$ cat src/rtl/filt_pkg.sv
// Shared definitions for the FsmLog filter blocks: scheduler state encoding
// and limits on the channel count.
package filt_pkg;

   typedef enum logic [1:0] {
      IDLE = 2'd0,
      SCAN = 2'd1,
      EVT  = 2'd2
   } state_t;

   localparam int unsigned NCH_MIN = 2;
   localparam int unsigned NCH_MAX = 16;

endpackage

$ cat src/rtl/filt_presc.sv
// Sample prescaler: counts 0..i_div and pulses o_tick for one cycle at the top
// of the count.
module filt_presc #(
   parameter int DIV_W = 8
) (
   input  logic             clk,
   input  logic             rst,
   input  logic [DIV_W-1:0] i_div,
   output logic             o_tick
);

   logic [DIV_W-1:0] r_cnt;
   logic             w_wrap;

   // >= rather than == so a lowered i_div cannot strand the counter above it
   assign w_wrap = (r_cnt >= i_div);
   assign o_tick = w_wrap;

   always_ff @(posedge clk) begin
      if (rst) begin
         r_cnt <= '0;
      end else if (w_wrap) begin
         r_cnt <= '0;
      end else begin
         r_cnt <= r_cnt + DIV_W'(1);
      end
   end

endmodule

$ cat src/rtl/filt_sched.sv
// Time-multiplexed glitch filter: one shared update datapath sweeps NCH inputs
// per sample tick and reports each filtered level change on a valid/ready port.
module filt_sched
   import filt_pkg::*;
#(
   parameter int NCH   = 4,
   parameter int CNT_W = 3,
   parameter int DIV_W = 8
) (
   input  logic                    clk,
   input  logic                    rst,
   input  logic [NCH-1:0]          i,
   input  logic [DIV_W-1:0]        div,
   input  logic [CNT_W-1:0]        on_len,
   input  logic [CNT_W-1:0]        off_len,
   output logic [NCH-1:0]          y,
   output logic                    evt_valid,
   input  logic                    evt_ready,
   output logic [$clog2(NCH)-1:0]  evt_ch,
   output logic                    evt_lvl,
   output logic                    overrun,
   output state_t                  o_state
);

   localparam int CH_W = $clog2(NCH);
   localparam logic [CH_W-1:0] LAST_CH = CH_W'(NCH - 1);

   logic                 w_tick;
   state_t               r_state;
   logic [CH_W-1:0]      r_ch;
   logic                 r_pend;
   logic                 r_overrun;
   logic [NCH-1:0]       r_y;
   logic [CNT_W-1:0]     r_cnt [NCH];
   logic                 r_evt_valid;
   logic [CH_W-1:0]      r_evt_ch;
   logic                 r_evt_lvl;

   logic                 w_sample;
   logic                 w_cur_y;
   logic [CNT_W-1:0]     w_thr_raw;
   logic [CNT_W-1:0]     w_thr;
   logic [CNT_W:0]       w_inc;
   logic                 w_differ;
   logic                 w_reach;
   logic                 w_last;
   logic                 w_take;

   filt_presc #(
      .DIV_W (DIV_W)
   ) u_presc (
      .clk    (clk),
      .rst    (rst),
      .i_div  (div),
      .o_tick (w_tick)
   );

   // Shared update datapath for the channel currently under the scan pointer
   always_comb begin
      w_sample  = i[r_ch];
      w_cur_y   = r_y[r_ch];
      w_thr_raw = w_cur_y ? off_len : on_len;
      w_thr     = (w_thr_raw == '0) ? CNT_W'(1) : w_thr_raw;
      // one extra bit so a threshold of all-ones cannot wrap the compare
      w_inc     = {1'b0, r_cnt[r_ch]} + (CNT_W + 1)'(1);
      w_differ  = w_sample ^ w_cur_y;
      w_reach   = w_differ && (w_inc >= {1'b0, w_thr});
      w_last    = (r_ch == LAST_CH);
      w_take    = (r_state == IDLE) && r_pend;
   end

   // A tick landing on a still-pending request is dropped and flagged
   always_ff @(posedge clk) begin
      if (rst) begin
         r_pend    <= 1'b0;
         r_overrun <= 1'b0;
      end else if (w_tick) begin
         if (r_pend) begin
            r_overrun <= 1'b1;
         end
         r_pend <= 1'b1;
      end else if (w_take) begin
         r_pend <= 1'b0;
      end
   end

   always_ff @(posedge clk) begin
      if (rst) begin
         r_state     <= IDLE;
         r_ch        <= '0;
         r_y         <= '0;
         r_evt_valid <= 1'b0;
         r_evt_ch    <= '0;
         r_evt_lvl   <= 1'b0;
         for (int k = 0; k < NCH; k++) begin
            r_cnt[k] <= '0;
         end
      end else begin
         case (r_state)
            IDLE: begin
               if (r_pend) begin
                  r_ch    <= '0;
                  r_state <= SCAN;
               end
            end
            SCAN: begin
               if (w_reach) begin
                  r_y[r_ch]   <= w_sample;
                  r_cnt[r_ch] <= '0;
                  r_evt_ch    <= r_ch;
                  r_evt_lvl   <= w_sample;
                  r_evt_valid <= 1'b1;
                  r_state     <= EVT;
               end else begin
                  r_cnt[r_ch] <= w_differ ? w_inc[CNT_W-1:0] : '0;
                  if (w_last) begin
                     r_state <= IDLE;
                  end else begin
                     r_ch <= r_ch + CH_W'(1);
                  end
               end
            end
            EVT: begin
               if (evt_ready) begin
                  r_evt_valid <= 1'b0;
                  if (w_last) begin
                     r_state <= IDLE;
                  end else begin
                     r_ch    <= r_ch + CH_W'(1);
                     r_state <= SCAN;
                  end
               end
            end
            default: begin
               r_state     <= IDLE;
               r_evt_valid <= 1'b0;
            end
         endcase
      end
   end

   assign y         = r_y;
   assign evt_valid = r_evt_valid;
   assign evt_ch    = r_evt_ch;
   assign evt_lvl   = r_evt_lvl;
   assign overrun   = r_overrun;
   assign o_state   = r_state;

endmodule

$ cat config.mk
export PLATFORM = sky130hd
export DESIGN_NAME = filt_sched
export DESIGN_NICKNAME = d
export VERILOG_FILES = /design/src/rtl/filt_pkg.sv /design/src/rtl/filt_presc.sv /design/src/rtl/filt_sched.sv
export SDC_FILE = /design/constraint.sdc
export NUM_CORES = 1
export LEC_CHECK = 0
export CAP_MARGIN = 10
export CORE_ASPECT_RATIO = 1.1
export CORE_UTILIZATION = 31
export CTS_CLUSTER_DIAMETER = 120
export DETAILED_ROUTE_END_ITERATION = 6
export DONT_BUFFER_PORTS = 1
export GPL_ROUTABILITY_DRIVEN = 1
export PLACE_DENSITY = 0.53
export SLEW_MARGIN = 20
export SYNTH_ARGS = -nofsm -noshare
export SYNTH_HDL_FRONTEND = slang
export SYNTH_HIERARCHICAL = 1
export SYNTH_SLANG_ARGS = --single-unit
$ cat constraint.sdc
create_clock -name clk -period 6.5 [get_ports clk]
set_input_delay 0.325 -clock clk [delete_from_list [all_inputs] [get_ports clk]]
set_output_delay 0.325 -clock clk [all_outputs]
set_load 0.005 [all_outputs]
==> results of run 1 <==
[kinds of logic after synthesis]
family | count (synthesis) | synth area share
adders and majority gates | 18 | 0.110
buffers and inverters | 26 | 0.0476
DFF | 36 | 0.410
and+or+nand+nor | 73 | 0.178
muxes | 10 | 0.0794
xor gates and xnor gates | 8 | 0.0379
AOI/OAI and AO/OA | 37 | 0.137
[worst reg2reg max path, stage by stage (launching register included)]
cell and delay (ns):
dfxtp_1 0.63, mux4_2 0.67, mux2i_1 0.18, a221o_1 0.34, ha_1 0.26, nand2b_1 0.14, a21oi_1 0.21, o211a_1 0.37
o21ai_1 0.21, o221a_2 0.30
[layer usage]
layer | global-route usage | vias up | routed length (microns) | part of all wire
met5 | 0 | - | 0 | 0
met4 | 0.0496 | 0 | 59 | 0.015
met3 | 0.0377 | 4 | 191 | 0.048
met2 | 0.204 | 32 | 1880 | 0.47
met1 | 0.167 | 691 | 1880 | 0.47
li1 | - | 746 | - | -
[per-stage QoR]
step           setup slack [ns]  total power, mW  hold slack [ns]  utilization  instances
3_5_place_dp               3.11            0.313            0.398        0.340        283
3_3_place_gp               3.17            0.312            0.399        0.340        283
5_1_grt                    2.78            0.481           0.0842        0.352        290
6_report                   3.08            0.456            0.101        0.352        290
2_1_floorplan              3.61            0.300            0.430            -        208
4_1_cts                    3.09            0.463           0.0869        0.352        290
[state kept, by name, indices dropped and copies added (netlist names), named ones only]
name,count
evt_ch,2
evt_lvl,1
evt_valid,1
o_state,2
overrun,1
r_ch,2
r_cnt,12
r_pend,1
u_presc/r_cnt,8
y,4
[final timing paths]
path	startpoint	endpoint	slack [ns]
min	rst	evt_ch[1]	0.10
max	r_ch[0]	r_ch[1]	3.08
max reg2reg	r_ch[0]	r_ch[1]	3.08
min reg2reg	u_presc/r_cnt[0]	u_presc/r_cnt[0]	0.47
[cell usage after synthesis (all sizes together) (2+ instances only)]
cell	instances
o211a	2
o211ai	2
ha	18
o31ai	2
nor2	25
xnor2	4
clkbuf	5
or4	2
nand2b	4
edfxtp	12
mux2i	5
nand4	2
nand3	12
xor2	4
or3	4
o311ai	2
o41ai	2
nor2b	3
nand2	12
o221a	2
inv	20
nor3	3
o21ai	5
mux4	5
dfxtp	24
a21oi	14
[power by group]
group          internal (mW)  switching, mW  total (mW)
registers              0.238        0.00527       0.244
clock network         0.0729         0.0765       0.149
logic                 0.0236         0.0396      0.0632
[cell type report]
type	instances	area [sq um]
clock buffer	6	72.6
sequential	36	841
tap	80	100
inverter	21	78.8
fill	629	4060
multi-input combinational	146	1110
clock inverter	1	5.00
==> results.md, run 1 <==
* Clock slew at reported path FFs at 0.07 ns
* Postcts setup bufs at 0
* All-Layer GR Usage at 0.130
* First-pass GRT wire length at 6.89 mm
* Die footprint at 6940 sq um
* CP Data Arrival Time at 3.60 ns
* Routed Antenna Nets at 0
* Period utilisation layout at 0.526
* Outcome: finished, final reports clean
* Worst Hold Depth at 1
* Most frequent cells in the layout: nor2_1 (25), dfxtp_1 (24), inv_1 (20)
* Root Buffer: clkbuf_8
* Crit-path max FO at 14
* Final WL at 4.01 mm
* Commonest non-fill, non-tap cell in the layout: nor2_1
* Final hold violation count at 0
* Largest stage delay, worst path at 0.67 ns
* RSZ-0062 raised after global routing: no
* Pleak at 0.906 nW
* # diodes at 0
* Largest net degree at the start of global routing at 18
* Drc violations at 0
* Clock Skew at 0.00683 ns
* DR iter-0 viols at 94
* Port Buf Inserts at 0
* DP Wirelength at 3.08 mm
* Worst-Skew Late Latency at 0.28 ns
* Fin crit period at 3.42 ns
* Nets@finish at 249
* Layout area overhead at 7.75%
* Die Ht at 87.3 microns
* Post-cts sizing count at 0
* Yosys cell types at 44
* Io pins at 32
* Inserted Clock Buffers at 5
* Pwr/cell area at 207 nW/um^2
* Total grt overflow at 0
* Clk sinks at 36
* Top post-synthesis cells by area: dfxtp_1 (23%), edfxtp_1 (18%), ha_1 (11%)
* Drt wl/cell at 13.8 microns
* CP required at 6.68 ns
* Syn Nets at 247
* Syn. warnings at 6
* Max_cap viols at 0
* Post-synthesis async set-or-reset flop share at 0
* Top cell type by total area after synthesis: dfxtp_1
* Row count at 30
* Highest Clock Rate at 0.293 GHz
* Starting density of the core at 0.327
* Post-DP Area at 2130 sq um
* Vias per inst at 5.08
* Final setup vio count at 0
* Synth Instances at 208
* Top cell type's share of synthesized area at 0.234
* Slew headroom at 0.494
* Cell family with most CP delay: compound AO/OA/AOI/OAI gates
* Vias in the first global route at 1,464
* Post-Syn Area at 2050 sq um
* Routed vias at 1,473
* VDD IR max at 0.0712 mV
* Endpoint class of the critical path: flop
* Post-synth EDFFs at 12
* CTS tree: built
* Worst hold-check path type: in2reg
* Buffers & Inverters on Critical Path at 0
* Die W at 79.5 microns
* R2r worst-path depth at 9
* CP max-delay cell: mux4_2
* First-pass DRT Iterations at 4
* Synth Flop Type: dfxtp_1
* Final count of pins violating max slew at 0
* Crit Path Category: reg2reg
* Register area share after synthesis at 0.410
* Critical path, cell by cell: mux4_2 -> mux2i_1 -> a221o_1 -> ha_1 -> nand2b_1 -> a21oi_1 -> o211a_1 -> o21ai_1 -> o221a_2
* Antenna violations before repair at 0
* H-tree levels at 2
* Longest Clk Path Bufs at 2
* Total negative slack at 0 ns
* Startpoint Class: flop
* CTS Hold Buffers Added at 0
* Worst Tran Pin Value at 0.755 ns
* Mean Syn Cell Area at 9.85 sq um
* Flop and latch count out of synthesis at 36
* Critical path depth at 9
* Core area at 6270 sq um
* GP Congestion at 0.768
* Layout cell share with drive strength beyond 1 at 0.0905
* Final Cell Area at 2210 sq um
Note: power is estimated with default switching activity, not from simulation.
==> run 2, diff against run 1 <==
Settings changed: PLACE_DENSITY 0.53 to 0.54.
Clock period 6.5 ns to 2.85 ns, I/O delays scaled along.
==> run 2 against run 1 <==
  * First-iteration DRC count shrank 18%
  * Sequential power up 130%
  * Non-clock buffer count rose by 18
  * Critical path type unchanged
  * Worst setup slack lost 3.1 ns
  * Core utilization grew 3.4 points
  * Largest power group unchanged
  * Fmax increased by 20%
  * Highest routed layer unchanged
  * Total power grew 140%
==> results.md, run 2 (synthesis results as in run 1) <==
* Longest Clk Path Bufs at 2
* Clk sinks at 36
* Routed vias at 1,588
* DP Wirelength at 3.27 mm
* Antenna violations before repair at 0
* # diodes at 0
* Nets@finish at 267
* Starting density of the core at 0.327
* Largest stage delay, worst path at 0.58 ns
* Commonest non-fill, non-tap cell in the layout: nor2_1
* First-pass GRT wire length at 7.62 mm
* Drc violations at 0
* Crit-path max FO at 5
* CP dominant cell by count: nor2_1
* CP Data Arrival Time at 2.99 ns
* Vias in the first global route at 1,611
* Max_cap viols at 0
* Post-DP Area at 2220 sq um
* Inserted Clock Buffers at 5
* Root Buffer: clkbuf_8
* Total grt overflow at 0
* Clock slew at reported path FFs at 0.07 ns
* Worst Tran Pin Value at 0.438 ns
* Final Cell Area at 2420 sq um
* First-pass DRT Iterations at 4
* VDD IR max at 0.199 mV
* Final setup vio count at 0
* Die footprint at 6940 sq um
* Worst-Skew Late Latency at 0.29 ns
* Slew headroom at 0.707
* Crit Path Category: reg2reg
* Largest net degree at the start of global routing at 14
* CP max-delay cell: mux4_2
* Routed Antenna Nets at 0
* Period utilisation layout at 0.998
* Final WL at 4.62 mm
* Core area at 6270 sq um
* Util after Layout at 0.386
* Pwr/cell area at 461 nW/um^2
* Fin crit period at 2.84 ns
* H-tree levels at 2
* DR iter-0 viols at 77
* Drt wl/cell at 14.9 microns
* Pleak at 1.01 nW
* Highest Clock Rate at 0.352 GHz
* Layout area overhead at 18.1%
* All-Layer GR Usage at 0.146
* Clock Skew at 0.00488 ns
* CP required at 3.00 ns
* Vias per inst at 5.14
* Outcome: finished, final reports clean
* RSZ-0062 raised after global routing: yes
* Final hold violation count at 0
* Worst hold-check path type: in2reg
* Port Buf Inserts at 0
* CTS tree: built
* Row count at 30
* Final count of pins violating max slew at 0
* Hold WS at 0.0606 ns
* Die Ht at 87.3 microns
* Max reg flops at 12
* Startpoint Class: flop
* Critical path, cell by cell: mux4_2 -> mux2i_1 -> a221o_1 -> ha_1 -> nand2b_4 -> a21oi_4 -> nor2_1 -> or4b_4 -> nor2_1
* Most frequent cells in the layout: nor2_1 (24), dfxtp_1 (23), inv_1 (20)
* Die W at 79.5 microns
* Reg with most FFs: r_cnt
* Endpoint class of the critical path: flop
* Layout cell share with drive strength beyond 1 at 0.188
* GP Congestion at 0.760
* Io pins at 32
## run 2: worst max-delay path: cells and delay by family, from the launching register on
kind	cells	cell delay, ns
flip-flops	1	0.35
AO/OA/AOI/OAI	2	0.51
adder cells (fa/ha/maj)	1	0.28
multiplexers	2	0.75
AND/OR/NAND/NOR	4	0.82
## run 2: power by group
group / switching, mW / internal (mW) / leakage [nW]
Combinational: 0.115 / 0.0894 / 0.645
Sequential: 0.0114 / 0.544 / 0.318
Clock: 0.184 / 0.172 / 0.0422
## run 2: timing repair
action | 4_1_cts | 5_1_grt
hold buffers | 3 | 0
resized for setup | 3 | 8
pin swaps | 6 | 7
endpoints found under the setup margin | 10 | 13
cloned | 0 | 0
buffers inserted | 4 | 0
hold endpoints to repair | 9 | 0
## run 2: area by class of cell
cell class / count / area, sq um
Multi-Input combinational cell: 146 / 1170
Fill cell: 637 / 3850
Clock inverter: 1 / 5.00
Sequential cell: 36 / 842
Timing Repair Buffer: 18 / 146
Tap cell: 80 / 100
Clock buffer: 7 / 76.3
Inverter: 21 / 78.8
## run 2: routing by layer
layer | GRT usage | vias up | wire, microns
met5 | 0 | - | 0
met4 | 0.0545 | 0 | 87
met3 | 0.0440 | 7 | 296
met2 | 0.235 | 52 | 2250
met1 | 0.184 | 750 | 1980
li1 | - | 779 | -
## run 2: final timing paths
kind	from	to	slack [ns]	depth (start not counted)
worst min-delay path	rst	o_state[0]	0.06	2
worst max register to register	r_ch[0]	r_cnt[0][0]	0.005	9
worst min register to register	u_presc/r_cnt[0]	u_presc/r_cnt[0]	0.47	1
worst max-delay path	r_ch[0]	r_cnt[0][0]	0.005	9
## run 2: per-stage QoR
step	TNS (ns)	setup slack [ns]	total power, mW	cells
3_3_place_gp	0	0.0395	0.728	294
6_report	0	0.00519	1.11	309
2_1_floorplan	0	0.0353	0.686	208
4_1_cts	0	0.00147	1.12	309
5_1_grt	-0.483	-0.0931	1.17	309
3_5_place_dp	-0.134	-0.0514	0.731	294
